File: src/rtl/seq_divider.sv
// rtl/seq_divider.sv - sequential restoring divider, 16-bit by 8-bit, one quotient bit per clock
//
// Ports:
//   CLK        system clock, all state changes on posedge
//   RESET_N    asynchronous active-low reset
//   START      level request, acted on only while idle
//   DIVIDEND   dividend operand, captured on the accepted START edge
//   DIVISOR    divisor operand, captured on the accepted START edge
//   QUOTIENT   registered quotient (all ones on divide-by-zero)
//   REMAINDER  registered remainder (all ones on divide-by-zero)
//   BUSY       high while a division is in flight (CALC or POST)
//   DONE       one-cycle pulse when a result or error is posted
//   DIVERR     divide-by-zero flag for the last accepted operation
module seq_divider #(
  parameter int DIVIDEND_W = 16,
  parameter int DIVISOR_W  = 8
) (
  input  logic                  CLK,
  input  logic                  RESET_N,
  input  logic                  START,
  input  logic [DIVIDEND_W-1:0] DIVIDEND,
  input  logic [DIVISOR_W-1:0]  DIVISOR,
  output logic [DIVIDEND_W-1:0] QUOTIENT,
  output logic [DIVISOR_W-1:0]  REMAINDER,
  output logic                  BUSY,
  output logic                  DONE,
  output logic                  DIVERR
);

  localparam int CNT_W = $clog2(DIVIDEND_W + 1);

  typedef enum logic [1:0] {
    S_IDLE = 2'd0,
    S_CALC = 2'd1,
    S_POST = 2'd2
  } state_t;

  state_t                state;
  state_t                state_nxt;
  logic [CNT_W-1:0]      count;
  logic [DIVIDEND_W-1:0] dvd_shift;
  logic [DIVISOR_W-1:0]  dvsr;
  // The stored partial remainder is always < divisor, so DIVISOR_W bits hold
  // it; only the shifted trial value needs the extra bit.
  logic [DIVISOR_W-1:0]  partial;
  logic [DIVISOR_W:0]    trial;
  logic [DIVISOR_W-1:0]  trial_diff;
  logic                  qbit;
  logic                  start_ok;
  logic                  start_zero;

  assign start_ok   = START && (DIVISOR != '0);
  assign start_zero = START && (DIVISOR == '0);

  // Restoring step: shift in the next dividend bit, subtract if it fits.
  // The difference is below the divisor when taken, so the low bits suffice.
  always_comb begin
    trial      = {partial, dvd_shift[DIVIDEND_W-1]};
    qbit       = (trial >= {1'b0, dvsr});
    trial_diff = trial[DIVISOR_W-1:0] - dvsr;
  end

  // State register
  always_ff @(posedge CLK or negedge RESET_N) begin
    if (!RESET_N) begin
      state <= S_IDLE;
    end else begin
      state <= state_nxt;
    end
  end

  // Next-state logic
  always_comb begin
    state_nxt = state;
    case (state)
      S_IDLE: if (start_ok) state_nxt = S_CALC;
      // Leave on the iteration that takes the counter from 1 to 0.
      S_CALC: if (count == CNT_W'(1)) state_nxt = S_POST;
      S_POST: state_nxt = S_IDLE;
      default: state_nxt = S_IDLE;
    endcase
  end

  // Output logic
  always_comb begin
    BUSY = (state != S_IDLE);
  end

  // Datapath and registered results
  always_ff @(posedge CLK or negedge RESET_N) begin
    if (!RESET_N) begin
      count     <= '0;
      dvd_shift <= '0;
      dvsr      <= '0;
      partial   <= '0;
      QUOTIENT  <= '0;
      REMAINDER <= '0;
      DONE      <= 1'b0;
      DIVERR    <= 1'b0;
    end else begin
      DONE <= 1'b0;
      case (state)
        S_IDLE: begin
          if (start_ok) begin
            dvd_shift <= DIVIDEND;
            dvsr      <= DIVISOR;
            partial   <= '0;
            count     <= CNT_W'(DIVIDEND_W);
            DIVERR    <= 1'b0;
          end else if (start_zero) begin
            QUOTIENT  <= '1;
            REMAINDER <= '1;
            DIVERR    <= 1'b1;
            DONE      <= 1'b1;
          end
        end
        S_CALC: begin
          partial   <= qbit ? trial_diff : trial[DIVISOR_W-1:0];
          dvd_shift <= {dvd_shift[DIVIDEND_W-2:0], qbit};
          count     <= count - CNT_W'(1);
        end
        S_POST: begin
          QUOTIENT  <= dvd_shift;
          REMAINDER <= partial;
          DONE      <= 1'b1;
        end
        default: ;
      endcase
    end
  end

endmodule

File: config.mk
export PLATFORM = sky130hd
export DESIGN_NAME = seq_divider
export DESIGN_NICKNAME = d
export VERILOG_FILES = /design/src/rtl/seq_divider.sv
export SDC_FILE = /design/constraint.sdc
export NUM_CORES = 1
export LEC_CHECK = 0
export CAP_MARGIN = 20
export CORE_MARGIN = 2
export CORE_UTILIZATION = 47
export CTS_CLUSTER_SIZE = 8
export DETAILED_ROUTE_END_ITERATION = 6
export PLACE_DENSITY = 0.82
export SETUP_SLACK_MARGIN = 0.02
export SYNTH_ARGS = -nofsm -noshare
export SYNTH_HDL_FRONTEND = slang
export SYNTH_SLANG_ARGS = --single-unit
File: constraint.sdc
create_clock -name CLK -period 2.1 [get_ports CLK]
set_input_delay 0.63 -clock CLK [delete_from_list [all_inputs] [get_ports CLK]]
set_output_delay 0.63 -clock CLK [all_outputs]
set_load 0.02 [all_outputs]
==> flow_summary_export.csv <==
group,metric,value,unit
run_status,status,"finished with violations",
run_status,violations,"negative setup slack",
layout,final_core_util,68.8,%
timing,clock_skew,0.00824,ns
global_routing,antenna_found_initial,0,
detailed_routing,drc_errors,0,
clock_tree,clock_sinks,65,
floorplan,coreArea,6350,um2
worst_setup_path,cp.required,2.34,ns
timing,setup-tns-final,-0.268,ns
place,placed_area,3950,um2
timing,slew_headroom,52.3,%
timing,rsz0062_at_grt,"true",
synth,yosysWarnings,0,
clock_tree,clock_latency,0.35,ns
worst_setup_path,worstSetupPathType,"flop to flop",
floorplan,pin_count,54,
detailed_routing,ant_nets,0,
synth,yosysTopAreaCell,"dfrtp_1",
detailed_routing,firstDrtPassIters,4,
worst_hold_path,hold_path_class,"primary input to async pin",
worst_setup_path,startpoint_type,"flop",
clock_tree,clockBufferDepth,2,
worst_setup_path,endpoint_kind,"flop",
place,gp_congestion,0.915,
synth,syn-cell-area,3090,um2
synth,synth_area_leaders,"dfrtp_1 (53%), o22a_1 (6.8%), ha_1 (4.0%)",
layout,nNetsFinal,422,
layout,finalNonFillerCells,466,
floorplan,die_area,7250,um2
place,pre_cts_ws,-0.376,ns
synth,synth_edf_count,0,
worst_setup_path,crit_fanout,3,
clock_tree,cts-root-buf,"clkbuf_8",
layout,syn_to_final_growth,41.2,%
global_routing,first_global_vias,2790,
timing,tightest_slew,0.715,ns
clock_tree,cts_tree,"done",
pwr,leakagePower,1.85,nW
detailed_routing,vias_per_cell,5.88,
clock_tree,clkTransAtPathRegs,0.07,ns
worst_setup_path,arrival,2.50,ns
pwr,total_power,8.13,mW
synth,synth.distinct_cells,55,
synth,synth-seq-cells,65,
global_routing,grt_pass1_wl,13400,um
timing,final.setup.worst_slack,-0.165,ns
detailed_routing,drt_iter0_drc,173,
synth,ys.flop_type,"dfrtp_1",
place,hpwl,5330,um
timing,finalSetupViolations,2,
worst_setup_path,cp_slowest_stage_delay,0.39,ns
timing,fin_crit,2.26,ns
clock_tree,htreeDepth,3,
floorplan,die_y,85.1,um
layout,fillers,434,
worst_setup_path,path_cells,"inv_2 -> ha_4 -> inv_2 -> fa_2 -> a211o_4 -> and4_4 -> a2111oi_4 -> a211oi_2 -> a311o_1",
synth,synthCells,293,
synth,ys_seq_area_share,52.6,%
timing,hold_ws,0.285,ns
pwr,peakVddDrop,0.000986,V
place,dp_cells,442,
layout,antennaDiodeCount,0,
floorplan,fp-row-count,29,
timing,max_freq,442,MHz
detailed_routing,wire_per_inst,17.6,um
layout,final_cell_area,4370,um2
timing,hold_viol,0,
global_routing,grt.overflow.total,0,
synth,synthArstFlopShare,100,%
detailed_routing,num_vias,2741,
global_routing,grt_max_degree,66,
place,portBuffers,53,
synth,synth_top_cell_area_share,52.6,%
layout,drive_gt1_share,22.4,%
global_routing,gr-usage-all-layers,23.3,%
worst_setup_path,cpMostUsedCell,"inv_2",
pwr,p_per_area,1860,nW/um2
timing,period_share,108,%
synth,synth.avg_cell_area,10.6,um2
synth,syn_nets,331,
detailed_routing,wl,8190,um
flow_run,maxCapViolCount,0,
floorplan,start_util,48.7,%
floorplan,die_w,85.1,um
clock_tree,cts_made_buffers,9,
worst_setup_path,crit_slowest_cell,"dfrtp_1",
timing,drv_slew,0,
## synth_stat cells (3+ instances only)
| master | number |
|---|---|
| o22a_1 | 24 |
| buf_2 | 7 |
| clkbuf_1 | 9 |
| nand2b_1 | 4 |
| o221ai_1 | 3 |
| and3_1 | 6 |
| nor2_1 | 32 |
| a211oi_1 | 6 |
| a311o_1 | 4 |
| nand3_1 | 9 |
| dfrtp_1 | 65 |
| o21ai_0 | 6 |
| o22ai_1 | 15 |
| inv_1 | 15 |
| nor4_1 | 3 |
| ha_1 | 10 |
| a21oi_1 | 4 |
| nand2_1 | 23 |
## cells by family after synthesis
kind of cell | Yosys count | share of synthesized area (%)
xor gates and xnor gates | 4 | 1.13
AOI/OAI and AO/OA | 87 | 22.5
buffers and inverters | 32 | 4.41
DFF | 65 | 52.6
and+or+nand+nor | 94 | 14.7
adders and majority gates | 11 | 4.69
## repair_timing
item,CTS,global route
resized for setup,15,15
buffers inserted,4,3
gates cloned,1,0
hold buffers,0,0
pin swaps,7,3
setup endpoints to repair,12,16
hold endpoints to repair,0,0
## metal layers
layer	part of all wire [%]	wire [um]	up-vias	global-route usage [%]
li1	-	-	1273	-
met1	42	3430	1350	29.9
met2	50	4100	101	38.6
met3	6.0	493	17	6.81
met4	2.1	169	0	6.64
met5	0	0	-	0
## flip-flops by register name, indices dropped and copies added, names as in the netlist, 2 cells and up
register	cells
dvd_shift	16
count	5
REMAINDER	8
dvsr	8
QUOTIENT	16
partial	8
state	2
## worst max-delay path, delay by kind of cell (launching register included)
kind | cells | cell delay [ns]
fa+ha+maj | 2 | 0.49
compound gates | 4 | 0.95
buf+inv | 2 | 0.13
simple gates | 1 | 0.20
flops | 1 | 0.39
## area by class of cell
class	count	area, um2	share of cell area, %
clock buffer	11	131	3.01
clock inverter	5	56.3	1.29
inverter	15	56.3	1.29
multi-input combinational	197	1520	34.7
sequential	65	1630	37.2
tap	77	96.3	2.21
timing repair buffer	96	885	20.3
## worst paths after layout
| kind | from | to | slack (ns) | cells past startpoint |
|---|---|---|---|---|
| min in group CLK | REMAINDER[5] | REMAINDER[5] | 0.49 | 1 |
| worst max-delay path | dvd_shift[15] | partial[6] | -0.16 | 9 |
| max in group asynchronous | RESET_N | partial[4] | 1.54 | 2 |
| worst min-delay path | RESET_N | QUOTIENT[11] | 0.28 | 2 |
| worst max register to register | dvd_shift[15] | partial[6] | -0.16 | 9 |
| worst min register to register | REMAINDER[5] | REMAINDER[5] | 0.49 | 1 |
## cell usage in the layout, fill, tap and decap left out, types with 9 or more instances in the layout
cell type        instances
buf_4                   40
nand3_1                  9
o22ai_1                 15
nor2_1                  31
inv_1                   12
o22a_1                  24
clkdlybuf4s50_1         51
clkbuf_8                 9
dfrtp_1                 65
nand2_1                 23
## report_power, final
| part | switching [mW] | internal (mW) | leakage (nW) |
|---|---|---|---|
| Combinational | 2.48 | 2.30 | 1.01 |
| Clock | 0.491 | 0.547 | 0.0933 |
| Sequential | 0.455 | 1.86 | 0.742 |
| Total | 3.43 | 4.70 | 1.85 |
Note: power is estimated with default switching activity, not from simulation.
